### config.mk
export PLATFORM = sky130hd
export DESIGN_NAME = weight_fifo_seq
export DESIGN_NICKNAME = d
export VERILOG_FILES = /design/src/rtl/spiketpu_pkg.sv /design/src/rtl/skew_window_gen.sv /design/src/rtl/weight_fifo_seq.sv
export SDC_FILE = /design/constraint.sdc
export NUM_CORES = 1
export LEC_CHECK = 0
export CAP_MARGIN = 10
export CORE_UTILIZATION = 57
export DETAILED_ROUTE_END_ITERATION = 8
export PLACE_DENSITY = 0.83
export SLEW_MARGIN = 0
export SYNTH_ARGS = -nofsm -noshare
export SYNTH_HDL_FRONTEND = slang
export SYNTH_SLANG_ARGS = --single-unit
### constraint.sdc
create_clock -name clk -period 4.9 [get_ports clk]
set_input_delay 1.47 -clock clk [delete_from_list [all_inputs] [get_ports clk]]
set_output_delay 1.47 -clock clk [all_outputs]
set_load 0.005 [all_outputs]
### src/rtl/spiketpu_pkg.sv
// Shared definitions for the spiketpu weight path.
//   state_e       : weight sequencer FSM states
//   COLS_DEF      : default number of column weight FIFOs
//   DEPTH_DEF     : default per-column FIFO depth (usable capacity DEPTH-1)
package spiketpu_pkg;

  typedef enum logic [2:0] {
    IDLE  = 3'd0,
    LOAD  = 3'd1,
    FLUSH = 3'd2,
    DRAIN = 3'd3,
    DONE  = 3'd4
  } state_e;

  localparam int COLS_DEF  = 4;
  localparam int DEPTH_DEF = 8;

endpackage

### src/rtl/skew_window_gen.sv
// Skewed drain-window mask: column c is open while c <= t < c+rows, so
// successive columns start one cycle apart (systolic skew).
//   t    : drain step counter
//   rows : weights per column
//   win  : per-column window-open mask
module skew_window_gen #(
  parameter int COLS = 4,
  parameter int T_W  = 5,
  parameter int R_W  = 4
) (
  input  logic [T_W-1:0]  t,
  input  logic [R_W-1:0]  rows,
  output logic [COLS-1:0] win
);

  // One spare bit so c+rows never overflows.
  localparam int W = ((T_W > R_W) ? T_W : R_W) + 1;

  for (genvar c = 0; c < COLS; c++) begin : g_col
    localparam logic [W-1:0] LO = W'(c);
    assign win[c] = (W'(t) >= LO) && (W'(t) < LO + W'(rows));
  end

endmodule

### src/rtl/weight_fifo_seq.sv
// Weight FIFO sequencer: loads COLS*rows weights from memory column-major
// into per-column FIFOs, then drains them with a one-cycle skew per column.
//   clk, rstn      : clock, async active-low reset
//   start          : job request (IDLE only), samples base_addr / rows
//   hold           : drain stall from the array
//   fifo_empty     : per-column FIFO empty flags
//   mem_rd/mem_addr: weight read strobe/address (data 1 cycle later)
//   fifo_w_en      : one-hot FIFO write enable, aligned with returned data
//   fifo_r_en      : per-column FIFO read enable during DRAIN
//   busy/done/err  : not-IDLE, job-complete pulse, rejected-start pulse
module weight_fifo_seq
  import spiketpu_pkg::*;
#(
  parameter int COLS   = COLS_DEF,
  parameter int DEPTH  = DEPTH_DEF,
  parameter int ADDR_W = 8
) (
  input  logic                     clk,
  input  logic                     rstn,
  input  logic                     start,
  input  logic [ADDR_W-1:0]        base_addr,
  input  logic [$clog2(DEPTH):0]   rows,
  input  logic                     hold,
  input  logic [COLS-1:0]          fifo_empty,
  output logic                     mem_rd,
  output logic [ADDR_W-1:0]        mem_addr,
  output logic [COLS-1:0]          fifo_w_en,
  output logic [COLS-1:0]          fifo_r_en,
  output logic                     busy,
  output logic                     done,
  output logic                     err
);

  localparam int R_W = $clog2(DEPTH) + 1;
  localparam int C_W = (COLS > 1) ? $clog2(COLS) : 1;
  localparam int T_W = $clog2(DEPTH + COLS) + 1;

  state_e            state, nxt;
  logic [R_W-1:0]    rows_q;
  logic [ADDR_W-1:0] addr_q;
  logic [R_W-1:0]    row_q;
  logic [C_W-1:0]    col_q;
  logic [T_W-1:0]    t_q;
  logic [COLS-1:0]   w_en_q;
  logic              err_q;
  logic [COLS-1:0]   win;
  logic              accept, last_rd, last_drain;

  assign accept     = (state == IDLE) && start && (rows != '0) &&
                      (rows <= R_W'(DEPTH - 1)) && (&fifo_empty);
  assign last_rd    = (col_q == C_W'(COLS - 1)) && (row_q + R_W'(1) == rows_q);
  assign last_drain = (t_q + T_W'(1)) == (T_W'(rows_q) + T_W'(COLS - 1));

  always_ff @(posedge clk or negedge rstn) begin
    if (!rstn) state <= IDLE;
    else       state <= nxt;
  end

  always_comb begin
    nxt = state;
    case (state)
      IDLE:    if (accept) nxt = LOAD;
      LOAD:    if (last_rd) nxt = FLUSH;
      FLUSH:   nxt = DRAIN;
      DRAIN:   if (!hold && last_drain) nxt = DONE;
      DONE:    nxt = IDLE;
      default: nxt = IDLE;
    endcase
  end

  always_ff @(posedge clk or negedge rstn) begin
    if (!rstn) begin
      rows_q <= '0;
      addr_q <= '0;
      row_q  <= '0;
      col_q  <= '0;
      t_q    <= '0;
      w_en_q <= '0;
      err_q  <= 1'b0;
    end else begin
      err_q <= (state == IDLE) && start && !accept;
      // Write enable trails the read by one cycle, steered by the read's column.
      w_en_q <= (state == LOAD) ? (COLS'(1) << col_q) : '0;
      if (accept) begin
        rows_q <= rows;
        addr_q <= base_addr;
        row_q  <= '0;
        col_q  <= '0;
      end else if (state == LOAD) begin
        addr_q <= addr_q + ADDR_W'(1);
        if (row_q + R_W'(1) == rows_q) begin
          row_q <= '0;
          col_q <= col_q + C_W'(1);
        end else begin
          row_q <= row_q + R_W'(1);
        end
      end
      if (state != DRAIN) t_q <= '0;
      else if (!hold)     t_q <= t_q + T_W'(1);
    end
  end

  skew_window_gen #(.COLS(COLS), .T_W(T_W), .R_W(R_W)) u_win (
    .t    (t_q),
    .rows (rows_q),
    .win  (win)
  );

  assign mem_rd    = (state == LOAD);
  assign mem_addr  = (state == LOAD) ? addr_q : '0;
  assign fifo_w_en = w_en_q;
  // Empty columns are skipped without stalling t; the missed weight is lost.
  assign fifo_r_en = (state == DRAIN && !hold) ? (win & ~fifo_empty) : '0;
  assign busy      = (state != IDLE);
  assign done      = (state == DONE);
  assign err       = err_q;

endmodule

==> results of run 1 <==
-- cell families (layout without fill, tap and decap cells) --
family | after synthesis | after routing | share of synthesized area (%)
AOI/OAI and AO/OA | 40 | 40 | 11.88
xor gates and xnor gates | 24 | 24 | 9.524
muxes | 4 | 4 | 1.861
buffers and inverters | 19 | 60 | 3.612
DFF | 31 | 31 | 33.94
and+or+nand+nor | 93 | 93 | 22.77
adders and majority gates | 30 | 30 | 16.42
-- metal layers --
metal	global-route usage, %	share of wire (%)	routed length, µm	vias to the layer above
li1	-	-	-	923
met1	33.07	48	2236	867
met2	35.82	45	2099	52
met3	6.771	4.7	220	12
met4	12.77	2.4	114	0
met5	0	0	0	-
-- cell usage after synthesis, types with 2 or more instances --
| cell type | count | area [µm²] |
|---|---|---|
| buf_2 | 3 | 15.01 |
| o21a_1 | 6 | 45.04 |
| o21ai_0 | 14 | 70.07 |
| xor2_1 | 10 | 87.58 |
| and2_1 | 11 | 68.82 |
| nor3_1 | 5 | 25.02 |
| mux2i_1 | 2 | 20.02 |
| nand4_1 | 3 | 18.77 |
| inv_1 | 11 | 41.29 |
| ha_1 | 30 | 375.4 |
| nor3b_1 | 2 | 15.01 |
| and3_1 | 5 | 31.28 |
| dfrtp_1 | 31 | 775.7 |
| clkbuf_1 | 3 | 11.26 |
| nor2b_1 | 6 | 37.54 |
| a21oi_1 | 4 | 20.02 |
| nand3_1 | 11 | 55.05 |
| a22oi_1 | 2 | 15.01 |
| buf_4 | 2 | 15.01 |
| nor4b_1 | 2 | 17.52 |
| a22o_1 | 2 | 17.52 |
| nor4_1 | 3 | 18.77 |
| nand2b_1 | 4 | 25.02 |
| nor2_1 | 20 | 75.07 |
| mux2_2 | 2 | 22.52 |
| nor4_4 | 2 | 42.54 |
| xnor2_1 | 13 | 113.9 |
| nand2_1 | 14 | 52.55 |
-- state kept, by name (all words and copies together), names as in the netlist --
register / cells
col_q: 2
t_q: 5
rows_q: 4
fifo_w_en: 4
state: 3
addr_q: 8
err: 1
row_q: 4
-- worst max-delay path, stage by stage --
cell and delay (ps):
clkdlybuf4s50_1 570, nor4_1 340, o311a_1 200, clkdlybuf4s50_1 490
-- per-stage QoR --
step / utilization (%) / power (mW) / hold WS, ps / instances
finish: 75.53 / 1.355 / 524.3 / 330
floorplan: - / 0.8828 / 478.1 / 241
global route: 75.53 / 1.468 / 567.9 / 330
global placement: 72.39 / 1.076 / 509.9 / 322
CTS: 75.53 / 1.365 / 530.7 / 330
detailed placement: 72.39 / 1.097 / 511.4 / 322
-- power by group --
part           internal [mW]  switching [mW]  total [mW]
registers              0.333          0.0818       0.415
clock network          0.164          0.0961       0.260
logic                  0.344           0.336       0.679
total                  0.841           0.514        1.35
-- path summary, 6_finish.rpt --
check / to / slack (ps) / cells after the start
setup / recovery: fifo_r_en[1] / 360 / 4
min in group asynchronous: addr_q[4] / 1570 / 2
hold reg to reg: addr_q[1] / 520 / 2
hold / removal: addr_q[1] / 520 / 2
setup reg to reg: addr_q[7] / 2610 / 6
max in group asynchronous: t_q[0] / 3040 / 2
-- layout make-up --
cell class / instances / area share (%)
multi-input cells: 191 / 50.49
clock inverters: 2 / 1.239
clock buffers: 6 / 2.920
inverters: 11 / 1.460
repair buffers: 41 / 14.34
flip-flops and latches: 31 / 27.43
well taps: 48 / 2.124
==> metrics.yaml, run 1 <==
tns_ps: 0
maxSlewHeadroom_pct: 59.89
pwr_density_cell_mw_per_mm2: 479.0
max_freq_ghz: 0.2203
setup_violations: 0
numClockSinks: 31
initial_core_util_pct: 61.06
skew_ps: 9.591
stdcell_area_mm2: 0.002828
final_common_cell: "clkdlybuf4s50_1"
overflow: 0
power.leakage_nw: 1.296
ys_types: 46
startpoint: "hold"
cts-root-buf: "clkbuf_8"
synth_edf_count: 0
syn_nets: 291
firstDrtPassIters: 4
critical_path_class: "input pin to output port"
die_w_um: 65.33
drt-total-wl_um: 4671
dpl_cell_area_mm2: 0.002710
end_kind: "output port"
timing.final.crit_share_pct: 92.62
cp.required_ps: 3430
rows: 22
die-height_um: 65.33
drc: 0
path_max_fanout: 9
ant_nets: 0
min_path_type: "register to register"
fillCellCount: 261
grt_pass1_wl_um: 7797
synth_ff_type: "dfrtp_1"
drtIter0Drc: 101
antennaDiodeCount: 0
dp_slack_ps: 354.1
cts_hold_buf: 0
io_pins: 40
ys_seq_area_share_pct: 33.94
clk_pin_slew_worst_paths_ps: 70
maxSlewViolCount: 0
period_needed_ps: 4538
place_hpwl_um: 3520
worstMarginPinSlew_ps: 601.0
seq_area_um2: 775.7
viasPerCell: 5.618
fin_nets: 331
r2r_start: "state[1]"
synth_area_mm2: 0.002286
vias: 1854
grt_max_degree: 32
hp-start: "addr_q[1]"
status: "complete, no violations"
fin_ws_ps: 361.7
setup.worst_path.start_class: "input pin"
place_congestion: 0.8223
peakVddDrop_v: 0.0002900
tritoncts: "done"
drive_gt1_share_pct: 6.738
synth_area_per_cell_um2: 9.485
cts-buffers-inserted: 5
postCtsSetupBuffers: 0
cts_resized: 0
antenna_found_initial: 0
drv_cap: 0
grt_pass1_vias: 1704
rsz0062_at_grt: "false"
layout_common_cells: "clkdlybuf4s50_1, dfrtp_1, ha_1, nor2_1"
cts.path.max_buffers: 2
finalHoldViolations: 0
grtUsageTotal_pct: 24.58
area_delta_synth_final_pct: 23.70
syn-instance-count: 241
multi_input_area_mm2: 0.001428
numPortBuffers: 39
avgRoutedWirePerCell_um: 14.15
h-tree-depth: 2
core_mm2: 0.003744
yosysWarnings: 0
arrival_ps: 3070
dieArea_mm2: 0.004267
clk_latency_ps: 290
synth-async-reset-ratio_pct: 100.0
ys_ff_latch: 31
(Power assumes the default switching activity.)
==> inputs of run 2 (changes only) <==
- CORE_UTILIZATION: 57 -> 53
- PLACE_DENSITY: 0.83 -> 0.78
- clock period: 4.9 -> 4.55 ns (I/O delays scaled with it)
==> run 2 against run 1 <==
  * Clock power is 16% lower
  * Via count shrank 1.2%
  * Design area shrank 0.71%
  * Sequential power is 8.0% higher
  * Sequential share of layout area is 0.20 points higher
==> metrics.yaml, run 2 (synthesis results as in run 1) <==
area_delta_synth_final_pct: 22.82  # was 23.70%
ant_nets: 0  # unchanged
maxSlewViolCount: 0  # unchanged
seq_area_um2: 775.7  # unchanged
end_kind: "output port"  # unchanged
tns_ps: 0  # unchanged
place_congestion: 0.8670  # was 0.8223
antennaDiodeCount: 0  # unchanged
drtIter0Drc: 126  # was 101
postCtsSetupBuffers: 0  # unchanged
maxSlewHeadroom_pct: 59.10  # was 59.89%
io_pins: 40  # unchanged
cts-buffers-inserted: 5  # unchanged
largest_reg_flops: 8  # unchanged
grtUsageTotal_pct: 23.41  # was 24.58%
crit_slowest_cell: "clkdlybuf4s50_1"  # unchanged
reg.largest.list: "addr_q (8), t_q (5)"  # unchanged
final_common_cell: "clkdlybuf4s50_1"  # unchanged
die_w_um: 67.68  # was 65.33 µm
vias: 1832  # was 1854
period_needed_ps: 4285
skew_ps: 7.572  # was 9.591 ps
setup_violations: 0  # unchanged
cts.path.max_buffers: 2  # unchanged
multi_input_area_mm2: 0.001428  # unchanged
slowest_delay_ps: 490  # was 570 ps
arrival_ps: 2920  # was 3070 ps
clk_latency_ps: 280  # was 290 ps
grt_pass1_wl_um: 7866  # was 7797 µm
power.leakage_nw: 1.286  # was 1.296 nW
rsz0062_at_grt: "false"  # unchanged
worstMarginPinSlew_ps: 612.9  # was 601.0 ps
cts_hold_buf: 0  # unchanged
drive_gt1_share_pct: 6.738  # unchanged
min_path_type: "register to register"  # unchanged
rows: 23  # was 22
largest_register: "addr_q"  # unchanged
core_mm2: 0.004058  # was 0.003744 mm²
viasPerCell: 5.518  # was 5.618
finalHoldViolations: 0  # unchanged
drt-total-wl_um: 4678  # was 4671 µm
timing.final.crit_share_pct: 94.18
clk_pin_slew_worst_paths_ps: 60  # was 70 ps
cts_resized: 0  # unchanged
numClockSinks: 31  # unchanged
initial_core_util_pct: 56.34  # was 61.06%
antenna_found_initial: 0  # unchanged
dieArea_mm2: 0.004580  # was 0.004267 mm²
grt_pass1_vias: 1666  # was 1704
numPortBuffers: 39  # unchanged
grt_max_degree: 32  # unchanged
fillCellCount: 353  # was 261
h-tree-depth: 2  # unchanged
cts-root-buf: "clkbuf_8"  # unchanged
tritoncts: "done"  # unchanged
drv_cap: 0  # unchanged
fin_nets: 332  # was 331
cp.required_ps: 3180  # was 3430 ps
pwr_density_cell_mw_per_mm2: 495.0  # was 479.0 mW/mm²
r2r_slack_ps: 2250  # was 2610 ps
path_cells: "inv_1, ha_1, inv_1, ha_1, nor2b_1, o21a_1, o21a_1, o21ai_0, o311a_1, clkdlybuf4s50_1"  # was clkdlybuf4s50_1, nor4_1, o311a_1, clkdlybuf4s50_1
utilization_pct: 69.20  # was 75.53%
setup.worst_path.start_class: "register"  # was input pin
drc: 0  # unchanged
peakVddDrop_v: 0.0002583  # was 0.0002900 V
path_max_fanout: 6  # was 9
layout_common_cells: "clkdlybuf4s50_1, dfrtp_1, ha_1, nor2_1"  # unchanged
place_hpwl_um: 3528  # was 3520 µm
status: "complete, no violations"  # unchanged
avgRoutedWirePerCell_um: 14.09  # was 14.15 µm
critical_path_class: "register to output port"  # was input pin to output port
overflow: 0  # unchanged
die-height_um: 67.68  # was 65.33 µm
max_freq_ghz: 0.2334
firstDrtPassIters: 4  # unchanged
## run 2: cell count changes in the layout (fill, tap and decap cells not counted)
| cell | delta |
|---|---|
| buf_4 | +1 |
| bufinv_16 | -1 |
## run 2: layer usage
layer / GRT usage [%] / part of all wire [%] / up-vias
met5: 0 / 0 / -
met4: 6.915 / 1.0 / 0
met3: 5.574 / 4.9 / 5
met2: 34.78 / 46 / 41
met1: 33.26 / 48 / 861
li1: - / - / 925
## run 2: cell type report
cell class | count | area share [%]
Multi-Input combinational cell | 191 | 50.85
Clock inverter | 1 | 0.1783
Tap cell | 50 | 2.228
Inverter | 11 | 1.471
Clock buffer | 6 | 2.941
Timing Repair Buffer | 42 | 14.71
Sequential cell | 31 | 27.63
## run 2: through the flow
step / hold WS [ps] / cells / worst slack (ps) / instance area, µm² / power, mW
6_report: 533.1 / 332 / 264.7 / 2808 / 1.390
3_5_place_dp: 517.6 / 325 / 357.7 / 2720 / 1.180
4_1_cts: 537.1 / 332 / 260.0 / 2808 / 1.405
2_1_floorplan: 478.1 / 241 / 1174 / 2286 / 0.9507
5_1_grt: 557.9 / 332 / 122.9 / 2808 / 1.522
3_3_place_gp: 510.5 / 325 / 407.9 / 2720 / 1.160
## run 2: where the power goes
| part | switching (mW) | internal [mW] |
|---|---|---|
| combinational | 0.352 | 0.372 |
| clock | 0.0996 | 0.118 |
| sequential | 0.0894 | 0.358 |
## run 2: path summary, 6_finish.rpt
path | start | endpoint | cells after the start
setup / recovery | rows_q[1] | fifo_r_en[1] | 10
hold / removal | addr_q[1] | addr_q[1] | 2
setup reg to reg | state[1] | addr_q[7] | 6
hold reg to reg | addr_q[1] | addr_q[1] | 2
max in group asynchronous | rstn | col_q[1] | 2
min in group asynchronous | rstn | addr_q[6] | 2
## run 2: worst max-delay path, delay by kind of cell, from the launching register on
family / cells / cell delay, ps
AO/OA/AOI/OAI: 4 / 710
adder cells (fa/ha/maj): 2 / 640
buffers and inverters: 3 / 700
flip-flops: 1 / 480
AND/OR/NAND/NOR: 1 / 130
==> inputs of run 3 (changes only) <==
- ABC_AREA: not set -> 1
- CORE_UTILIZATION: 53 -> 54
- PLACE_DENSITY: 0.78 -> 0.79
- SKIP_CTS_REPAIR_TIMING: not set -> 1
==> run 3 against run 2 <==
  * Critical path depth shrank 5
  * Design area grew 6.6%
  * Clock skew shrank 0.98 ps
  * Final cell count grew 27%
  * Sequential cell count is the same
  * Maximum frequency grew 1.5%
  * Synthesized area grew 6.9%
==> metrics.yaml, run 3 <==
path_cells: "clkdlybuf4s50_1, nor2_4, inv_2, nor3_1, clkdlybuf4s50_1"  # was inv_1, ha_1, inv_1, ha_1, nor2b_1, o21a_1, o21a_1, o21ai_0, o311a_1, clkdlybuf4s50_1
synth_area_per_cell_um2: 7.496  # was 9.485 µm²
yosys.cell_count.top_type: "nand2_1"  # was dfrtp_1
max_freq_ghz: 0.2369  # was 0.2334 GHz
rows: 24  # was 23
critical_path_class: "input pin to output port"  # was register to output port
die-height_um: 69.27  # was 67.68 µm
grtUsageTotal_pct: 24.84  # was 23.41%
clk_pin_slew_worst_paths_ps: 70  # was 60 ps
timing.final.crit_share_pct: 92.76  # was 94.18%
viasPerCell: 5.209  # was 5.518
setup_violations: 0  # unchanged
fin_nets: 419  # was 332
place_congestion: 0.9010  # was 0.8670
finalPower_mw: 1.529  # was 1.390 mW
largest_register: "addr_q"  # unchanged
power.leakage_nw: 1.558  # was 1.286 nW
peakVddDrop_v: 0.0004152  # was 0.0002583 V
antennaDiodeCount: 0  # unchanged
grt_pass1_vias: 2057  # was 1666
skew_ps: 6.595  # was 7.572 ps
cts.path.max_buffers: 2  # unchanged
area_delta_synth_final_pct: 22.48  # was 22.82%
grt_max_degree: 32  # unchanged
cp.required_ps: 3180  # about the same
grt_pass1_wl_um: 9528  # was 7866 µm
comb_power_share_pct: 50.3  # was 52.1%
synth_ff_type: "dfrtp_1"  # unchanged
end_kind: "output port"  # unchanged
pwr_density_cell_mw_per_mm2: 510.8  # was 495.0 mW/mm²
syn-instance-count: 326  # was 241
synth.top_cells.by_count: "nand2_1, inv_1, nor2_1"  # was dfrtp_1, ha_1, nor2_1
numClockSinks: 31  # unchanged
synth_edf_count: 0  # unchanged
tns_ps: 0  # unchanged
drv_cap: 0  # unchanged
tritoncts: "done"  # unchanged
rsz0062_at_grt: "false"  # unchanged
syn_nets: 376  # was 291
fillCellCount: 369  # was 353
initial_core_util_pct: 56.12  # was 56.34%
drt-total-wl_um: 5411  # was 4678 µm
dp_cells: 414  # was 325
reg.largest.list: "addr_q (8), t_q (5)"  # unchanged
drtIter0Drc: 146  # was 126
ys_ff_latch: 31  # unchanged
core_mm2: 0.004354  # was 0.004058 mm²
die_w_um: 69.27  # was 67.68 µm
crit_slowest_cell: "clkdlybuf4s50_1"  # unchanged
arrival_ps: 2860  # was 2920 ps
status: "complete, no violations"  # unchanged
hold_ws_ps: 537.8  # was 533.1 ps
setup.worst_path.start_class: "input pin"  # was register
vias: 2198  # was 1832
io_pins: 40  # unchanged
clockPowerShare_pct: 18.7  # was 15.7%
synth_top_area_share_pct: 31.75  # was 33.94%
stdcell_area_mm2: 0.002993  # was 0.002808 mm²
maxSlewViolCount: 0  # unchanged
cts-root-buf: "clkbuf_8"  # unchanged
ant_nets: 0  # unchanged
fin_cells: 422  # was 332
antenna_found_initial: 0  # unchanged
utilization_pct: 68.74  # was 69.20%
yosysWarnings: 0  # unchanged
h-tree-depth: 2  # unchanged
seqPwrFrac_pct: 31.0  # was 32.2%
cts-buffers-inserted: 5  # unchanged
p_int_mw: 0.8738  # was 0.8489 mW
crit_path_frequent_cell: "clkdlybuf4s50_1"
ys_seq_area_share_pct: 31.75  # was 33.94%
largest_reg_flops: 8  # unchanged
avgRoutedWirePerCell_um: 12.82  # was 14.09 µm
final_common_cell: "nand2_1"  # was clkdlybuf4s50_1
synth.area.top_cells: "dfrtp_1, ha_1, nand2_1, inv_1, nand3_1"  # was dfrtp_1, ha_1, xnor2_1, xor2_1, nor2_1
numPortBuffers: 39  # unchanged
slowest_delay_ps: 530  # was 490 ps
ys_types: 36  # was 46
synth_largest_area_cell: "dfrtp_1"  # unchanged
drc: 0  # unchanged
fin_ws_ps: 329.5  # was 264.7 ps
place_hpwl_um: 4116  # was 3528 µm
synth_area_mm2: 0.002444  # was 0.002286 mm²
period_needed_ps: 4220  # was 4285 ps
min_path_type: "register to register"  # unchanged
layout_common_cells: "nand2_1, inv_1, clkdlybuf4s50_1, nor2_1, dfrtp_1"  # was clkdlybuf4s50_1, dfrtp_1, ha_1, nor2_1
finalHoldViolations: 0  # unchanged
firstDrtPassIters: 4  # unchanged
synth-async-reset-ratio_pct: 100.0  # unchanged
dp_slack_ps: 329.1  # was 357.7 ps
switching_share_pct: 42.85  # was 38.93%
dpl_cell_area_mm2: 0.002875  # was 0.002720 mm²
worstMarginPinSlew_ps: 466.9  # was 612.9 ps
path_max_fanout: 5  # was 6
maxSlewHeadroom_pct: 68.63  # was 59.10%
overflow: 0  # unchanged
clk_latency_ps: 290  # was 280 ps
drive_gt1_share_pct: 8.378  # was 6.738%
switchingPower_mw: 0.6551  # was 0.5410 mW
dieArea_mm2: 0.004798  # was 0.004580 mm²
run 3: cells by family after synthesis:
group,share of synthesized area [%]
XOR/XNOR,1.792
AO/OA/AOI/OAI,10.75
adder cells (fa/ha/maj),15.36
buffers and inverters,9.472
flip-flops,31.75
AND/OR/NAND/NOR,30.88
run 3: power by group through the flow:
stage          logic [mW]  clock network, mW  registers [mW]
3_5_place_dp        0.768                  0           0.477
2_1_floorplan       0.556                  0           0.448
6_report            0.770              0.285           0.474
4_1_cts             0.773              0.290           0.472
3_3_place_gp        0.751                  0           0.471
5_1_grt             0.881              0.302           0.488
run 3: area by class of cell:
| type | count | area [µm²] | area share (%) |
|---|---|---|---|
| Clock buffer | 6 | 82.58 | 2.759 |
| Clock inverter | 2 | 35.03 | 1.171 |
| Timing Repair Buffer | 40 | 397.9 | 13.29 |
| Sequential cell | 31 | 775.7 | 25.92 |
| Multi-Input combinational cell | 239 | 1436 | 47.99 |
| Inverter | 52 | 200.2 | 6.689 |
| Tap cell | 52 | 65.06 | 2.174 |
run 3: path summary, 6_finish.rpt:
path	end	start	depth (start not counted)	slack (ps)
max	fifo_r_en[3]	hold	5	330
min	addr_q[6]	addr_q[6]	2	540
max reg2reg	state[0]	rows_q[0]	10	2710
min reg2reg	addr_q[6]	addr_q[6]	2	540
max in group asynchronous	state[1]	rstn	2	2790
min in group asynchronous	t_q[0]	rstn	2	1470
run 3: per-layer routing:
metal / track usage [%] / vias up / routed length, µm
li1: - / 1153 / -
met1: 34.17 / 991 / 2590
met2: 40.35 / 49 / 2490
met3: 3.779 / 5 / 278
met4: 7.483 / 0 / 53
met5: 0 / - / 0
run 3: critical path: cells and delay by family:
| kind | cells | cell delay [ps] |
|---|---|---|
| buf+inv | 3 | 1100 |
| simple gates | 2 | 380 |
